===== src/rtl/frame_receiver.sv =====
// rtl/frame_receiver.sv - 8N1 UART receiver with 0xFF / payload / 0xFE frame parser
//
// Receives bytes from the result transmitter and assembles NUM_OF_TAPS-byte
// frames delimited by a 0xFF header and a 0xFE trailer.
//
// Optional feature macro: FRAME_TIMEOUT_EN
//   defined   : an inter-byte timeout of TIMEOUT_BITS bit times aborts a frame
//               that stalls in PAYLOAD/TRAILER (frame_err pulse, back to HUNT).
//   undefined : no timeout; the parser waits indefinitely for the next byte.
//
// Ports:
//   clk        in   system clock, rising edge
//   res        in   asynchronous active-low reset
//   RX         in   serial line, idle high, LSB first
//   taps       out  last good payload, byte k (1-based) at [k*8-1 -: 8]
//   taps_valid out  one-cycle pulse when taps updates
//   frame_err  out  one-cycle pulse on a stop-bit, trailer or timeout error
//   byte_out   out  last correctly framed byte
//   byte_stb   out  one-cycle pulse when byte_out updates
//   busy       out  parser is outside HUNT

module frame_receiver #(
    parameter int NUM_OF_TAPS  = 5,
    parameter int CLKS_PER_BIT = 434,
    parameter int TIMEOUT_BITS = 20
) (
    input  logic                     clk,
    input  logic                     res,
    input  logic                     RX,
    output logic [NUM_OF_TAPS*8-1:0] taps,
    output logic                     taps_valid,
    output logic                     frame_err,
    output logic [7:0]               byte_out,
    output logic                     byte_stb,
    output logic                     busy
);

    localparam int TW             = NUM_OF_TAPS * 8;
    localparam int CW             = $clog2(CLKS_PER_BIT);
    localparam int PW             = $clog2(NUM_OF_TAPS + 1);
    localparam int TIMEOUT_CYCLES = TIMEOUT_BITS * CLKS_PER_BIT;

    localparam logic [CW-1:0] HALF_CNT  = CW'(CLKS_PER_BIT / 2);
    localparam logic [CW-1:0] LAST_CNT  = CW'(CLKS_PER_BIT - 1);
    localparam logic [PW-1:0] LAST_BYTE = PW'(NUM_OF_TAPS - 1);

    if (CLKS_PER_BIT < 4 || NUM_OF_TAPS < 1 || TIMEOUT_CYCLES < 1) begin : g_bad_params
        $error("frame_receiver: unsupported parameter values");
    end

    // ------------------------------------------------------------------
    // RX synchroniser plus one extra stage for falling-edge detection.
    // All three preset high so reset release never looks like a start edge.
    // ------------------------------------------------------------------
    logic rx_meta, rx_sync, rx_prev;

    always_ff @(posedge clk or negedge res) begin
        if (!res) begin
            rx_meta <= 1'b1;
            rx_sync <= 1'b1;
            rx_prev <= 1'b1;
        end else begin
            rx_meta <= RX;
            rx_sync <= rx_meta;
            rx_prev <= rx_sync;
        end
    end

    logic start_edge;
    assign start_edge = rx_prev & ~rx_sync;

    // ------------------------------------------------------------------
    // Bit engine
    // ------------------------------------------------------------------
    typedef enum logic [1:0] {B_IDLE, B_START, B_DATA, B_STOP} bit_state_t;

    bit_state_t    bstate, bstate_nxt;
    logic [CW-1:0] clk_cnt;
    logic [2:0]    bit_idx;
    logic [7:0]    shreg;
    logic          clk_cnt_clr, data_sample, stop_good, stop_bad;

    always_ff @(posedge clk or negedge res) begin
        if (!res) bstate <= B_IDLE;
        else      bstate <= bstate_nxt;
    end

    always_comb begin
        bstate_nxt = bstate;
        case (bstate)
            B_IDLE:  if (start_edge) bstate_nxt = B_START;
            B_START: if (clk_cnt == HALF_CNT) bstate_nxt = rx_sync ? B_IDLE : B_DATA;
            B_DATA:  if (clk_cnt == LAST_CNT && bit_idx == 3'd7) bstate_nxt = B_STOP;
            B_STOP:  if (clk_cnt == LAST_CNT) bstate_nxt = B_IDLE;
            default: bstate_nxt = B_IDLE;
        endcase
    end

    // The counter restarts at every sample point, so each later sample
    // lands CLKS_PER_BIT cycles after the previous one.
    always_comb begin
        clk_cnt_clr = 1'b0;
        data_sample = 1'b0;
        stop_good   = 1'b0;
        stop_bad    = 1'b0;
        case (bstate)
            B_IDLE:  clk_cnt_clr = 1'b1;
            B_START: clk_cnt_clr = (clk_cnt == HALF_CNT);
            B_DATA: begin
                data_sample = (clk_cnt == LAST_CNT);
                clk_cnt_clr = data_sample;
            end
            B_STOP: begin
                clk_cnt_clr = (clk_cnt == LAST_CNT);
                stop_good   = (clk_cnt == LAST_CNT) &&  rx_sync;
                stop_bad    = (clk_cnt == LAST_CNT) && !rx_sync;
            end
            default: clk_cnt_clr = 1'b1;
        endcase
    end

    always_ff @(posedge clk or negedge res) begin
        if (!res) begin
            clk_cnt  <= '0;
            bit_idx  <= '0;
            shreg    <= '0;
            byte_out <= '0;
            byte_stb <= 1'b0;
        end else begin
            clk_cnt <= clk_cnt_clr ? '0 : clk_cnt + 1'b1;
            // bit_idx wraps 7 -> 0 on the eighth sample, ready for the next byte
            if (data_sample) begin
                bit_idx <= bit_idx + 1'b1;
                shreg   <= {rx_sync, shreg[7:1]};
            end
            byte_stb <= stop_good;
            if (stop_good) byte_out <= shreg;
        end
    end

    // ------------------------------------------------------------------
    // Frame parser
    // ------------------------------------------------------------------
    typedef enum logic [1:0] {P_HUNT, P_PAYLOAD, P_TRAILER} parse_state_t;

    parse_state_t  pstate, pstate_nxt;
    logic [PW-1:0] pay_cnt;
    logic [TW-1:0] shadow;
    logic          timeout_hit, abort;
    logic          store_byte, deliver, trailer_err;

    // A framing error or timeout overrides whatever the parser was doing.
    assign abort = stop_bad | timeout_hit;
    assign busy  = (pstate != P_HUNT);

    always_ff @(posedge clk or negedge res) begin
        if (!res) pstate <= P_HUNT;
        else      pstate <= pstate_nxt;
    end

    always_comb begin
        pstate_nxt = pstate;
        if (abort) begin
            pstate_nxt = P_HUNT;
        end else if (byte_stb) begin
            case (pstate)
                P_HUNT:    if (byte_out == 8'hFF) pstate_nxt = P_PAYLOAD;
                P_PAYLOAD: if (pay_cnt == LAST_BYTE) pstate_nxt = P_TRAILER;
                // A stray 0xFF in the trailer slot is treated as a new header.
                P_TRAILER: pstate_nxt = (byte_out == 8'hFF) ? P_PAYLOAD : P_HUNT;
                default:   pstate_nxt = P_HUNT;
            endcase
        end
    end

    always_comb begin
        store_byte  = 1'b0;
        deliver     = 1'b0;
        trailer_err = 1'b0;
        if (!abort && byte_stb) begin
            case (pstate)
                P_PAYLOAD: store_byte = 1'b1;
                P_TRAILER: begin
                    deliver     = (byte_out == 8'hFE);
                    trailer_err = (byte_out != 8'hFE);
                end
                default: ;
            endcase
        end
    end

    always_ff @(posedge clk or negedge res) begin
        if (!res) begin
            pay_cnt    <= '0;
            shadow     <= '0;
            taps       <= '0;
            taps_valid <= 1'b0;
            frame_err  <= 1'b0;
        end else begin
            // Count only while collecting payload; every entry to PAYLOAD starts at 0.
            if (pstate_nxt != P_PAYLOAD) pay_cnt <= '0;
            else if (store_byte)         pay_cnt <= pay_cnt + 1'b1;
            if (store_byte) shadow[int'(pay_cnt)*8 +: 8] <= byte_out;
            if (deliver)    taps <= shadow;
            taps_valid <= deliver;
            frame_err  <= stop_bad | trailer_err | timeout_hit;
        end
    end

`ifdef FRAME_TIMEOUT_EN
    localparam int TOW = $clog2(TIMEOUT_CYCLES + 1);

    logic [TOW-1:0] to_cnt;

    // Counts idle line time while a frame is open; a start edge restarts it.
    always_ff @(posedge clk or negedge res) begin
        if (!res) begin
            to_cnt <= '0;
        end else if (!busy || timeout_hit || (bstate == B_IDLE && start_edge)) begin
            to_cnt <= '0;
        end else if (bstate == B_IDLE) begin
            to_cnt <= to_cnt + 1'b1;
        end
    end

    // byte_stb masks the hit so a trailer result and a timeout never collide.
    assign timeout_hit = busy && (bstate == B_IDLE) && !start_edge && !byte_stb &&
                         (to_cnt == TOW'(TIMEOUT_CYCLES));
`else
    assign timeout_hit = 1'b0;
`endif

endmodule


===== config.mk =====
export PLATFORM = sky130hd
export DESIGN_NAME = frame_receiver
export DESIGN_NICKNAME = d
export VERILOG_FILES = /design/src/rtl/frame_receiver.sv
export SDC_FILE = /design/constraint.sdc
export NUM_CORES = 1
export LEC_CHECK = 0
export BUFFER_PORTS_ARGS = -buffer_cell sky130_fd_sc_hd__buf_4
export CORE_MARGIN = 3
export CORE_UTILIZATION = 63
export DETAILED_ROUTE_END_ITERATION = 16
export PLACE_DENSITY = 0.85
export SLEW_MARGIN = 20
export SYNTH_ARGS = -nofsm -noshare
export SYNTH_HDL_FRONTEND = slang
export SYNTH_SLANG_ARGS = --single-unit

===== constraint.sdc =====
create_clock -name clk -period 4.4 [get_ports clk]
set_clock_uncertainty 0.1 [all_clocks]
set_input_delay 0.22 -clock clk [delete_from_list [all_inputs] [get_ports clk]]
set_output_delay 0.22 -clock clk [all_outputs]
set_load 0.02 [all_outputs]

==> qor.txt <==
Top delay family on crit path -> simple AND/OR/NAND/NOR gates
Core Region -> 7770 um^2
First DRT Iteration DRCs -> 142
RR Endpoint -> shadow[6]
Syn Nets -> 387
Top post-synthesis cells by count -> 118 x dfrtp_1, 79 x mux2_2, 23 x inv_1
DIE HEIGHT -> 95.9 um
Clock slew at reported path FFs -> 0.06 ns
Synth top area share -> 0.580
Slew HR -> 0.508
Clk pwr share -> 0.532
Post-Syn Area -> 5090 um^2
Area leader, netlist -> dfrtp_1
RSZ-0062 raised after global routing -> false
Switch share -> 0.213
FF+latch count, synth -> 121
N_diodes -> 0
GPL Wtd Cong -> 0.801
Worst vdd ir -> 415 uV
GR Overflow Total -> 0
Post-route clock period utilization -> 0.622
Port buffer count -> 54
Cell internal pwr -> 2.11 mW
Initial antenna violation count -> 0
Hold Crit Class -> input pin to asynchronous set/reset pin
CP bufs+invs -> 1
Final instance area -> 6200 um^2
Worst Path Required -> 4.70 ns
Most used flip-flop cell after synthesis -> dfrtp_1
CP Cell Sequence -> inv_1 > ha_1 > ha_1 > nor4b_1 > and4_1 > mux2_2
Max cap viols -> 0
Worst flop-to-flop path startpoint -> pay_cnt[0]
Setup TNS -> 0 ns
Clk root buf -> clkbuf_8
Sequential-to-total area share from yosys stat -> 0.595
Setup CP Type -> flip-flop to flip-flop
Total number of vias -> 3072
Filler cells -> 440
Area contributors post-synth -> dfrtp_1 58%, mux2_2 17%, mux2i_1 2.9%
Post-synth ARST share -> 1.00
Worst Max-Slew Pin Slew -> 0.732 ns
Vias in the first global route -> 3137
Fmax achieved -> 365 MHz
Initial core utilization -> 0.656
Largest net degree at the start of global routing -> 51
Reg power frac -> 0.435
R2R cell count -> 6
First-pass GRT wire length -> 15900 um
Placed Instance Area -> 5570 um^2
Synthesized area per cell -> 13.7 um^2
Max Slew Vio Count -> 0
Ports -> 55
CP dominant cell by count -> ha_1
CP max-delay cell -> dfrtp_1
Worst-Skew Late Latency -> 0.52 ns
Worst setup EP type -> flip-flop
Net switching power -> 0.571 mW
GRT Util Overall -> 0.235
Final setup violation count -> 0
Die width -> 95.9 um
DRT Pass-1 Iters -> 4
Vias per std cell -> 5.57
Max stage delay on crit path -> 0.61 ns
Final nets -> 451
Min Tclk post-route -> 2.74 ns
Setup ws final -> 1.66 ns
Post-synth EDFFs -> 0
Die area -> 9200 um^2
Clock sinks -> 121
Layout area overhead -> 21.8%
CTS tree -> done
Crit path DAT -> 3.04 ns
Warning count from the yosys run -> 0
Clk buf depth -> 2
Post-DR wirelength/cell -> 18.0 um
Worst path depth -> 6
Worst Setup SP -> pay_cnt[0]
Distinct cells, synth -> 40
Mapped Cells -> 373
Worst hold slack -> 0.0451 ns
Dpl hpwl -> 6000 um
Final Hold Fails -> 0
Power Density -> 433 nW/um^2
Top-count cell post-synth -> dfrtp_1
Crit path to -> shadow[6]
Row count -> 32
Crit-path max FO -> 14
P_leak -> 3.25 nW
Status -> completed
Share of cells above drive strength 1 -> 0.396
R2R Setup Slk -> 1.66 ns
H-tree Lvls -> 4
Antenna Nets Post-Route -> 0
Cts bufs inserted -> 17
Setup crit start kind -> flip-flop
Residual DRC -> 0
Place WS -> 1.71 ns
Comb power frac -> 0.033
Post-Route WL -> 9910 um
worst min path at each step:
stage,start,end,slack [ns],cells past startpoint
2_1_floorplan,res,asynchronous set/reset pin,-0.18,0
3_3_place_gp,res,taps[16],0.05,1
3_5_place_dp,res,taps[19],0.05,1
4_1_cts,res,shadow[16],0.05,2
5_1_grt,res,shadow[13],0.08,2
6_report,res,shadow[13],0.05,2
state kept, by name, indices dropped and copies added, names as in the netlist, 2 cells and up, named ones only:
signal    cells
bit_idx       3
byte_out      8
clk_cnt       9
pay_cnt       3
pstate        2
shadow       40
shreg         8
taps         40
placed cells by master (no fill, tap or decap), types with 2 or more instances in the layout:
master / n
clkinv_4: 3
nand4_1: 2
nand4_2: 4
nand2_1: 21
a22o_1: 3
o31ai_1: 2
buf_4: 57
xor2_1: 2
clkbuf_8: 2
xnor2_1: 8
bufinv_16: 4
clkbuf_16: 16
ha_1: 11
nand3_1: 5
nor2b_1: 2
and3_1: 9
dlygate4sd3_1: 2
mux2i_1: 15
mux2_2: 79
nor3_1: 5
inv_1: 23
dfstp_2: 3
dfrtp_1: 118
and3b_1: 3
a21oi_1: 4
and4_1: 4
clkbuf_1: 4
mux2_1: 3
nor2_1: 18
power by group through the flow:
stage | Combinational, mW | Sequential [mW] | Clock [mW]
after floorplan | 0.0579 | 1.18 | 0
after global placement | 0.0828 | 1.18 | 0
after detailed placement | 0.0875 | 1.19 | 0
after CTS | 0.0922 | 1.17 | 1.43
after global routing | 0.104 | 1.17 | 1.49
final | 0.0899 | 1.17 | 1.43
metal layers:
layer,global-route usage,share of wire,vias to the layer above
met5,0,0,-
met4,0.102,0.016,0
met3,0.0547,0.034,14
met2,0.384,0.51,53
met1,0.300,0.44,1568
li1,-,-,1437
cell type report:
class	count	area, um^2	area share
Clock inverter	10	168	0.0270
Timing Repair Buffer	59	448	0.0722
Multi-Input combinational cell	215	1900	0.306
Sequential cell	121	3030	0.489
Inverter	23	86.3	0.0139
Clock buffer	22	443	0.0714
Tap cell	102	128	0.0206
what timing repair did:
item	in CTS	in global routing
hold buffers	2	0
setup buffers	0	0
endpoints found under the hold margin	26	0
gates resized for setup	0	0
per-stage QoR:
stage | util | cells | power [mW]
floorplan | - | 373 | 1.24
global placement | 0.717 | 518 | 1.27
detailed placement | 0.717 | 518 | 1.27
CTS | 0.799 | 552 | 2.69
global route | 0.799 | 552 | 2.77
finish | 0.799 | 552 | 2.68
cell families after synthesis:
| logic type | Yosys count | share of synthesized area |
|---|---|---|
| AO/OA/AOI/OAI | 15 | 0.0246 |
| XOR/XNOR | 10 | 0.0172 |
| buffers and inverters | 37 | 0.0319 |
| adder cells (fa/ha/maj) | 11 | 0.0270 |
| flip-flops | 121 | 0.595 |
| AND/OR/NAND/NOR | 82 | 0.0933 |
| multiplexers | 97 | 0.211 |
worst register-to-register path: stages (launching register included):
cell	delay, ns
dfrtp_1	0.61
inv_1	0.15
ha_1	0.25
ha_1	0.39
nor4b_1	0.26
and4_1	0.47
mux2_2	0.40
Power figures use the tool's default switching activity.
